### config.mk
export PLATFORM = sky130hd
export DESIGN_NAME = player_motion_ctrl_flat
export DESIGN_NICKNAME = d
export VERILOG_FILES = /design/src/rtl/player_motion_if.sv /design/src/rtl/player_motion_ctrl.sv /design/src/flat_wrapper.sv
export SDC_FILE = /design/constraint.sdc
export NUM_CORES = 1
export LEC_CHECK = 0
export CORE_MARGIN = 2
export CORE_UTILIZATION = 59
export CTS_CLUSTER_SIZE = 20
export DETAILED_ROUTE_END_ITERATION = 10
export PLACE_DENSITY = 0.81
export SYNTH_ARGS = -nofsm -noshare
export SYNTH_HDL_FRONTEND = slang
export SYNTH_SLANG_ARGS = --single-unit
### constraint.sdc
create_clock -name clk -period 3.6 [get_ports clk]
set_input_delay 0.72 -clock clk [delete_from_list [all_inputs] [get_ports clk]]
set_output_delay 0.72 -clock clk [all_outputs]
set_load 0.005 [all_outputs]
### src/rtl/player_motion_if.sv
// Key/control inputs and position/fire outputs of one player's motion block.
interface player_motion_if #(
    parameter int POS_W = 10
);
    logic [4:0]       keys;
    logic             enable;
    logic             respawn;
    logic [POS_W-1:0] pos_x;
    logic [POS_W-1:0] pos_y;
    logic [1:0]       facing;
    logic             moving;
    logic             fire;
    logic             cd_busy;

    modport master (
        output keys, enable, respawn,
        input  pos_x, pos_y, facing,
        input  moving, fire, cd_busy
    );

    modport slave (
        input  keys, enable, respawn,
        output pos_x, pos_y, facing,
        output moving, fire, cd_busy
    );
endinterface

### src/rtl/player_motion_ctrl.sv
// Held keys -> rate-limited clamped position, facing,
// and a one-cycle fire pulse gated by a tick-based cooldown.
module player_motion_ctrl #(
    parameter int POS_W    = 10,
    parameter int X_MAX    = 624,
    parameter int Y_MAX    = 464,
    parameter int X_INIT   = 16,
    parameter int Y_INIT   = 16,
    parameter int STEP     = 2,
    parameter int STEP_DIV = 250000,
    parameter int FIRE_CD  = 20
) (
    input  logic           clk,
    input  logic           reset,
    player_motion_if.slave pm
);
    localparam int CNT_W = $clog2(STEP_DIV);
    localparam int CD_W  = $clog2(FIRE_CD + 1);

    localparam logic [POS_W:0] STEP_E = (POS_W+1)'(STEP);
    localparam logic [POS_W:0] XMAX_E = (POS_W+1)'(X_MAX);
    localparam logic [POS_W:0] YMAX_E = (POS_W+1)'(Y_MAX);

    logic [4:0]       ks_meta;
    logic [4:0]       ks;
    logic             ks4_prev;
    logic [CNT_W-1:0] div_cnt;
    logic             tick;
    logic [CD_W-1:0]  cd;
    logic [CD_W-1:0]  cd_nx;

    logic [POS_W-1:0] pos_x, pos_y;
    logic [POS_W-1:0] x_nx, y_nx;
    logic [POS_W:0]   x_inc, y_inc;
    logic [1:0]       facing, face_nx;
    logic             moving, fire, cd_busy;

    logic v_up, v_dn, h_l, h_r;
    logic step_en, shoot_rise, fire_go;

    always_ff @(posedge clk or posedge reset) begin
        if (reset) begin
            ks_meta  <= '0;
            ks       <= '0;
            ks4_prev <= 1'b0;
        end else begin
            ks_meta  <= pm.keys;
            ks       <= ks_meta;
            ks4_prev <= ks[4];
        end
    end

    assign tick = (div_cnt == CNT_W'(STEP_DIV - 1));

    always_ff @(posedge clk or posedge reset) begin
        if (reset)
            div_cnt <= '0;
        else if (tick)
            div_cnt <= '0;
        else
            div_cnt <= div_cnt + 1'b1;
    end

    assign v_up = ks[0] & ~ks[3];
    assign v_dn = ks[3] & ~ks[0];
    assign h_l  = ks[1] & ~ks[2];
    assign h_r  = ks[2] & ~ks[1];

    assign step_en    = tick & pm.enable;
    assign shoot_rise = ks[4] & ~ks4_prev;
    assign fire_go    = shoot_rise & pm.enable
                      & (cd == '0);

    assign x_inc = {1'b0, pos_x} + STEP_E;
    assign y_inc = {1'b0, pos_y} + STEP_E;

    always_comb begin
        x_nx = pos_x;
        y_nx = pos_y;
        if (h_l)
            x_nx = ({1'b0, pos_x} < STEP_E) ? '0
                 : pos_x - POS_W'(STEP);
        else if (h_r)
            x_nx = (x_inc > XMAX_E) ? POS_W'(X_MAX)
                 : x_inc[POS_W-1:0];
        if (v_up)
            y_nx = ({1'b0, pos_y} < STEP_E) ? '0
                 : pos_y - POS_W'(STEP);
        else if (v_dn)
            y_nx = (y_inc > YMAX_E) ? POS_W'(Y_MAX)
                 : y_inc[POS_W-1:0];
    end

    // Horizontal intent wins over vertical on diagonals.
    always_comb begin
        face_nx = facing;
        priority case (1'b1)
            h_l:     face_nx = 2'd1;
            h_r:     face_nx = 2'd2;
            v_up:    face_nx = 2'd0;
            v_dn:    face_nx = 2'd3;
            default: face_nx = facing;
        endcase
    end

    always_comb begin
        cd_nx = cd;
        if (fire_go)
            cd_nx = CD_W'(FIRE_CD);
        else if (step_en && cd != '0)
            cd_nx = cd - 1'b1;
    end

    always_ff @(posedge clk or posedge reset) begin
        if (reset) begin
            pos_x   <= POS_W'(X_INIT);
            pos_y   <= POS_W'(Y_INIT);
            facing  <= 2'd0;
            moving  <= 1'b0;
            fire    <= 1'b0;
            cd      <= '0;
            cd_busy <= 1'b0;
        end else if (pm.respawn) begin
            pos_x   <= POS_W'(X_INIT);
            pos_y   <= POS_W'(Y_INIT);
            facing  <= 2'd0;
            moving  <= 1'b0;
            fire    <= 1'b0;
            cd      <= '0;
            cd_busy <= 1'b0;
        end else begin
            fire    <= fire_go;
            cd      <= cd_nx;
            cd_busy <= (cd_nx != '0);
            if (step_en) begin
                pos_x  <= x_nx;
                pos_y  <= y_nx;
                facing <= face_nx;
                moving <= (x_nx != pos_x)
                        | (y_nx != pos_y);
            end
        end
    end

    assign pm.pos_x   = pos_x;
    assign pm.pos_y   = pos_y;
    assign pm.facing  = facing;
    assign pm.moving  = moving;
    assign pm.fire    = fire;
    assign pm.cd_busy = cd_busy;
endmodule

### src/flat_wrapper.sv
// flat-port wrapper written by rule: the top's interface ports become plain ports
module player_motion_ctrl_flat 
#(
    parameter int POS_W    = 10,
    parameter int X_MAX    = 624,
    parameter int Y_MAX    = 464,
    parameter int X_INIT   = 16,
    parameter int Y_INIT   = 16,
    parameter int STEP     = 2,
    parameter int STEP_DIV = 250000,
    parameter int FIRE_CD  = 20
)
  (clk, reset, pm_keys, pm_enable, pm_respawn, pm_pos_x, pm_pos_y, pm_facing, pm_moving, pm_fire, pm_cd_busy);
  player_motion_if #(.POS_W(POS_W)) pm_i ();
  input  logic clk;
  input  logic reset;
  input wire logic [$bits(pm_i.keys)-1:0] pm_keys;
  input wire logic [$bits(pm_i.enable)-1:0] pm_enable;
  input wire logic [$bits(pm_i.respawn)-1:0] pm_respawn;
  output wire logic [$bits(pm_i.pos_x)-1:0] pm_pos_x;
  output wire logic [$bits(pm_i.pos_y)-1:0] pm_pos_y;
  output wire logic [$bits(pm_i.facing)-1:0] pm_facing;
  output wire logic [$bits(pm_i.moving)-1:0] pm_moving;
  output wire logic [$bits(pm_i.fire)-1:0] pm_fire;
  output wire logic [$bits(pm_i.cd_busy)-1:0] pm_cd_busy;
  assign pm_i.keys = pm_keys;
  assign pm_i.enable = pm_enable;
  assign pm_i.respawn = pm_respawn;
  assign pm_pos_x = pm_i.pos_x;
  assign pm_pos_y = pm_i.pos_y;
  assign pm_facing = pm_i.facing;
  assign pm_moving = pm_i.moving;
  assign pm_fire = pm_i.fire;
  assign pm_cd_busy = pm_i.cd_busy;
  player_motion_ctrl #(.POS_W(POS_W), .X_MAX(X_MAX), .Y_MAX(Y_MAX), .X_INIT(X_INIT), .Y_INIT(Y_INIT), .STEP(STEP), .STEP_DIV(STEP_DIV), .FIRE_CD(FIRE_CD)) u_core (.clk(clk), .reset(reset), .pm(pm_i));
endmodule
==> out/metrics.yaml, run 1 <==
status: "finished, final reports clean"
routedLengthMet1_mm: 5.18
period_minus_slack_ns: 3.08
die_area_mm2: 0.00801
worstPathRequired_ns: 3.81
postCtsSetupRepairBufs: 0
synthMuxAreaShare_pct: 0.957
fillCellCount: 599
netlist_top_cells_area: "dfrtp_1 33%, nor2_1 5.2%, a21oi_1 5.1%"
num_vias: 4461
synthCells: 540
max_freq_mhz: 325
synth_top_family_by_area: "simple AND/OR/NAND/NOR gates"
dp.cells: 644
cts_tree: "done"
cts.sinks: 59
fin_cells: 660
ys_ff_latch: 59
synth_cell_types: 73
crit_family: "compound AO/OA/AOI/OAI gates"
setup_tns_ns: 0
crit_chain: "ha_1 > nand4_1 > nor2_1 > mux2i_1 > o21ai_1 > a22oi_1 > o211ai_1 > nor4b_1 > a21oi_1"
core_mm2: 0.00718
final_cell_area_mm2: 0.00488
wl_met3_mm: 1.20
area_delta_synth_final_pct: 13.1
synth-edff-count: 0
relSlewSlack_pct: 51.2
synthXorXnorAreaFrac_pct: 4.84
clk_latency_ns: 0.34
synth.most_common_cell: "nor2_1"
critPathMaxFanout: 12
end_kind: "flip-flop"
route.detailed.drc: 0
hpwl_mm: 8.69
worstMarginPinSlew_ns: 0.732
skew_ns: 0.0106
finalSetupViolCount: 0
drt_iter0_drc: 694
post-route-util_pct: 68.0
rows: 31
clockRootBuffer: "clkbuf_8"
cts_buffers: 9
grt_setup_unrepaired: "false"
synth_top_area_cell: "dfrtp_1"
synthesis.nets: 555
fp.dieH_um: 89.5
async_flop_share_pct: 100
place.gp.congestion: 0.987
cts_resized: 0
finalPower_mw: 1.39
diodes: 0
power_leakage_nw: 1.90
groute.usage.overall_pct: 33.4
critPathArrivalTime_ns: 3.29
synth_flop_cell: "dfrtp_1"
slew_viol_final: 0
cts.reportedPaths.clkPinSlew_ns: 0.07
wirelength_mm: 12.7
postCtsHoldBufs: 0
antenna_found_initial: 0
nets: 571
ioPinCount: 34
drt_pass1_iterations: 5
yosysTopAreaCellShare_pct: 33.1
grt_overflow_total: 0
portBuffers: 33
yosys.area_share.simple_pct: 29.3
grt_pass1_wl_mm: 20.5
max-vdd-ir-drop_mv: 0.285
max_stage_delay_ns: 0.54
startpoint_type: "flip-flop"
synth.cell_area_mm2: 0.00431
final_antenna_net_count: 0
finalCritPeriodShare_pct: 85.5
viasPerCell: 6.76
place_area_mm2: 0.00469
yosysSeqAreaShare_pct: 34.3
worst-path-buf-inv: 0
crit_slowest_cell: "dfrtp_1"
die_w_um: 89.5
powerDensity_mw_per_mm2: 285
grt_pass1_vias: 4130
synth_warnings: 0
critPathKind: "reg -> reg"
wl_per_cell_um: 19.2
clk_path_buf_depth: 2
wl_met2_mm: 5.91
hold_path.class: "reg -> reg"
dr.max_layer_used: "met4"
synth-compound-area-share_pct: 23.1
layout-drive-gt1-share_pct: 8.56
grt_max_degree: 60
synth_common_cells: "60 x nor2_1, 57 x dfrtp_1, 47 x nand2_1"
maxCapViolCount: 0
hold_viol: 0
htree_levels: 3
synth_fa_ha_area_share_pct: 1.74
syn-mean-instance-area_um2: 7.99
start_util_pct: 60.1
## state kept, by name, indices dropped and copies added (netlist names), 2 cells and up
register,flops
u_core.cd,5
u_core.div_cnt,18
u_core.ks,5
u_core.ks_meta,5
u_core.pm.facing,2
u_core.pm.pos_x,10
u_core.pm.pos_y,10
## power breakdown
group          total, mW  switching (mW)  internal (mW)  leakage (nW)
Combinational      0.105          0.0651         0.0403          1.02
Sequential         0.684         0.00996          0.674         0.773
Clock              0.602           0.267          0.335        0.0991
## area by class of cell
type                    count  area [µm²]  area share (%)
inverters                  19        71.3            1.46
multi-input cells         421        2580            52.9
repair buffers             46         428            8.77
well taps                  99         124            2.54
flip-flops and latches     59        1480            30.3
clock inverters             5        52.6            1.08
clock buffers              11         141            2.90
## cell usage in the layout, fill, tap and decap left out, types with 3 or more instances in the layout
cell type        synthesis  layout
clkbuf_8                 0      10
nor2b_1                  8       8
nor3_1                  21      21
mux2i_1                  3       3
nor4_1                   9       9
xor2_1                   9       9
buf_4                    0      13
nand2b_1                 9       9
o21bai_1                 3       3
and2_1                   4       4
o211ai_1                 5       5
dfrtp_1                 57      57
a21oi_1                 44      44
inv_1                   17      16
xnor2_1                 13      13
o311ai_0                 3       3
nand4_1                 18      18
or3_1                    5       5
o21ai_0                 30      30
o31ai_1                  3       3
a31oi_1                  9       9
and4b_1                  3       3
ha_1                     6       6
a21o_1                   3       3
and3_1                  10      10
a2111oi_0                3       3
a211oi_1                 3       3
nand3_1                 17      17
nor3b_1                  7       7
a22o_1                   3       3
o21ai_1                  6       6
and4_1                   3       3
clkdlybuf4s50_1          0      33
nand2_1                 47      47
nor2_1                  60      60
a311oi_1                 6       6
clkinv_2                 0       3
inv_2                    2       3
## worst paths after layout
path / cells past startpoint / slack, ns / startpoint / end
min reg2reg: 0 / 0.35 / u_core.ks_meta[3]$_DFF_PP0_ / u_core.ks[3]$_DFF_PP0_
min in group asynchronous: 3 / 0.90 / reset / u_core.cd[3]$_DFF_PP0_
max in group asynchronous: 3 / 2.21 / reset / u_core.pm.facing[1]$_DFFE_PP0P_
max: 9 / 0.52 / u_core.pm.pos_y[1]$_DFFE_PP0P_ / u_core.pm.moving$_DFFE_PP0P_
min: 0 / 0.35 / u_core.ks_meta[3]$_DFF_PP0_ / u_core.ks[3]$_DFF_PP0_
max reg2reg: 9 / 0.52 / u_core.pm.pos_y[1]$_DFFE_PP0P_ / u_core.pm.moving$_DFFE_PP0P_
## worst register-to-register path, cell delays in order, from the launching register on
cell and delay (ns):
dfrtp_1 0.54, ha_1 0.44, nand4_1 0.17, nor2_1 0.16, mux2i_1 0.46, o21ai_1 0.36, a22oi_1 0.25, o211ai_1 0.11
nor4b_1 0.35, a21oi_1 0.11
## per-layer routing
metal	global-route usage [%]	up-vias
met3	4.99	44
li1	-	2015
met1	46.1	2104
met2	51.9	298
met4	15.5	0
met5	0	-
## metrics by stage
| step | setup slack [ns] | hold slack (ns) |
|---|---|---|
| 3_5_place_dp | 0.644 | 0.336 |
| 5_1_grt | 0.322 | 0.353 |
| 2_1_floorplan | 1.06 | 0.331 |
| 3_3_place_gp | 0.700 | 0.331 |
| 4_1_cts | 0.630 | 0.351 |
| 6_report | 0.523 | 0.347 |
## cell families after synthesis
logic type / after synthesis
mux: 4
fa+ha+maj: 6
xor+xnor: 23
buf+inv: 60
simple gates: 238
compound gates: 150
flops: 59
Power figures use the tool's default switching activity.
==> run 2, diff against run 1 <==
CORE_ASPECT_RATIO = 0.7   (was default)
CORE_UTILIZATION = 54   (was 59)
CTS_CLUSTER_DIAMETER = 40   (was default)
PLACE_DENSITY = 0.78   (was 0.81)
clock period = 2.7 ns   (was 3.6 ns; I/O delays follow)
==> out/metrics.yaml, run 2 (synthesis results as in run 1) <==
largestRegisters: "u_core.div_cnt: 18 flops, u_core.pm.pos_x: 10 flops, u_core.pm.pos_y: 10 flops"
cts.reportedPaths.clkPinSlew_ns: 0.06  # about the same
startpoint_type: "flip-flop"
hold_path.class: "reg -> reg"
wirelength_mm: 13.9  # +9.6%
grt_max_degree: 39  # -35%
rows: 27  # -13%
layout-drive-gt1-share_pct: 16.9  # +8.4 points
diodes: 0  # unchanged
clk_latency_ns: 0.34  # about the same
grt_setup_unrepaired: "true"
rrSetupSlack_ns: 0.11  # -0.42 ns
finalCritPeriodShare_pct: 96.0  # +11 points
worstPathRequired_ns: 2.91  # -0.90 ns
critPathKind: "reg -> reg"
grt_pass1_wl_mm: 22.6  # +10%
num_vias: 4629  # +3.8%
drt_pass1_iterations: 6  # +1
power_leakage_nw: 2.18  # +15%
groute.usage.overall_pct: 32.5  # -0.88 points
nets: 618  # +8.2%
maxCapViolCount: 0  # unchanged
final_common_cell: "nor2_1"
status: "finished, final reports clean"
start_util_pct: 55.3  # -4.8 points
postCtsSetupRepairBufs: 0  # unchanged
postCtsHoldBufs: 0  # unchanged
critPathArrivalTime_ns: 2.81  # -0.48 ns
cts_tree: "done"
finalSetupViolCount: 0  # unchanged
hold_viol: 0  # unchanged
clk_path_buf_depth: 2  # unchanged
relSlewSlack_pct: 55.5  # +4.3 points
end_kind: "flip-flop"
critPathMaxFanout: 7  # -5
grt_pass1_vias: 4382  # +6.1%
die_w_um: 111  # +24%
final_cell_mix: "60 x nor2_1, 58 x buf_4, 56 x dfrtp_1"
final_antenna_net_count: 0  # unchanged
max_freq_mhz: 386  # +19%
cts_buffers: 9  # unchanged
max-vdd-ir-drop_mv: 0.476  # +67%
cts.sinks: 59  # unchanged
finalPower_mw: 2.17  # +56%
hpwl_mm: 10.2  # +17%
antenna_found_initial: 0  # unchanged
period_minus_slack_ns: 2.59  # -0.484 ns
viasPerCell: 6.53  # -3.4%
skew_ns: 0.00500  # -0.00555 ns
post-route-util_pct: 69.0  # +0.96 points
worstMarginPinSlew_ns: 0.666  # -0.0656 ns
place.gp.congestion: 1.10  # +12%
setup_tns_ns: 0  # unchanged
cts_resized: 0  # unchanged
die_area_mm2: 0.00873  # +9.0%
route.detailed.drc: 0  # unchanged
grt_overflow_total: 0  # unchanged
clockRootBuffer: "clkbuf_16"
htree_levels: 3  # unchanged
largest_reg_flops: 18  # unchanged
powerDensity_mw_per_mm2: 403  # +41%
drt_iter0_drc: 412  # -41%
portBuffers: 33  # unchanged
top_register: "u_core.div_cnt"
fp.dieH_um: 78.8  # -12%
ioPinCount: 34  # unchanged
core_mm2: 0.00780  # +8.8%
wl_per_cell_um: 19.6  # +2.0%
area_delta_synth_final_pct: 24.8
slew_viol_final: 0  # unchanged
## run 2: changes by cell type in the layout (fill, tap and decap cells not counted), moves of 3 or more
cell	delta
buf_4	+45
clkbuf_16	+9
clkbuf_8	-9
clkinv_2	-3
## run 2: area by class of cell
class / instances / area (µm²)
Fill cell: 625 / 2420
Inverter: 19 / 71.3
Tap cell: 101 / 126
Clock inverter: 6 / 48.8
Timing Repair Buffer: 93 / 806
Sequential cell: 59 / 1480
Multi-Input combinational cell: 421 / 2610
Clock buffer: 10 / 239
## run 2: worst paths after layout
check                                               startpoint                        endpoint  depth (start not counted)
worst max-delay path            u_core.pm.pos_x[1]$_DFFE_PP0P_    u_core.pm.moving$_DFFE_PP0P_                          9
worst min-delay path               u_core.ks_meta[0]$_DFF_PP0_          u_core.ks[0]$_DFF_PP0_                          0
worst max register to register  u_core.pm.pos_x[1]$_DFFE_PP0P_    u_core.pm.moving$_DFFE_PP0P_                          9
worst min register to register     u_core.ks_meta[0]$_DFF_PP0_          u_core.ks[0]$_DFF_PP0_                          0
max in group asynchronous                                reset  u_core.pm.pos_x[4]$_DFFE_PP1P_                          3
min in group asynchronous                                reset          u_core.ks[0]$_DFF_PP0_                          2
## run 2: per-layer routing
layer / up-vias / share of wire [%] / GRT usage [%]
met5: - / 0 / 0
met4: 0 / 2.3 / 9.75
met1: 2173 / 44 / 46.8
met2: 291 / 42 / 48.3
li1: 2116 / - / -
met3: 49 / 12 / 8.47
## run 2: report_power, final
part / switching, mW / leakage [nW] / total [mW] / internal [mW]
Sequential: 0.0115 / 0.772 / 0.911 / 0.899
Combinational: 0.0928 / 1.28 / 0.160 / 0.0667
Clock: 0.447 / 0.131 / 1.10 / 0.651
## run 2: critical path: stages (launching register included)
cell and delay [ns]:
dfrtp_1 0.42, buf_4 0.18, nand2_2 0.09, or4b_1 0.51, a31o_2 0.27, a21o_1 0.23, a21oi_1 0.25, nor4b_2 0.09
nor4b_1 0.32, a21oi_1 0.11
## run 2: through the flow
stage	hold slack [ns]	std cells	instance area [µm²]	worst slack [ns]
floorplan	0.331	540	4310	0.163
global placement	0.333	693	5070	0.0738
detailed placement	0.335	693	5070	0.0417
CTS	0.347	709	5350	0.0315
global route	0.352	709	5380	-0.0677
finish	0.344	709	5380	0.107
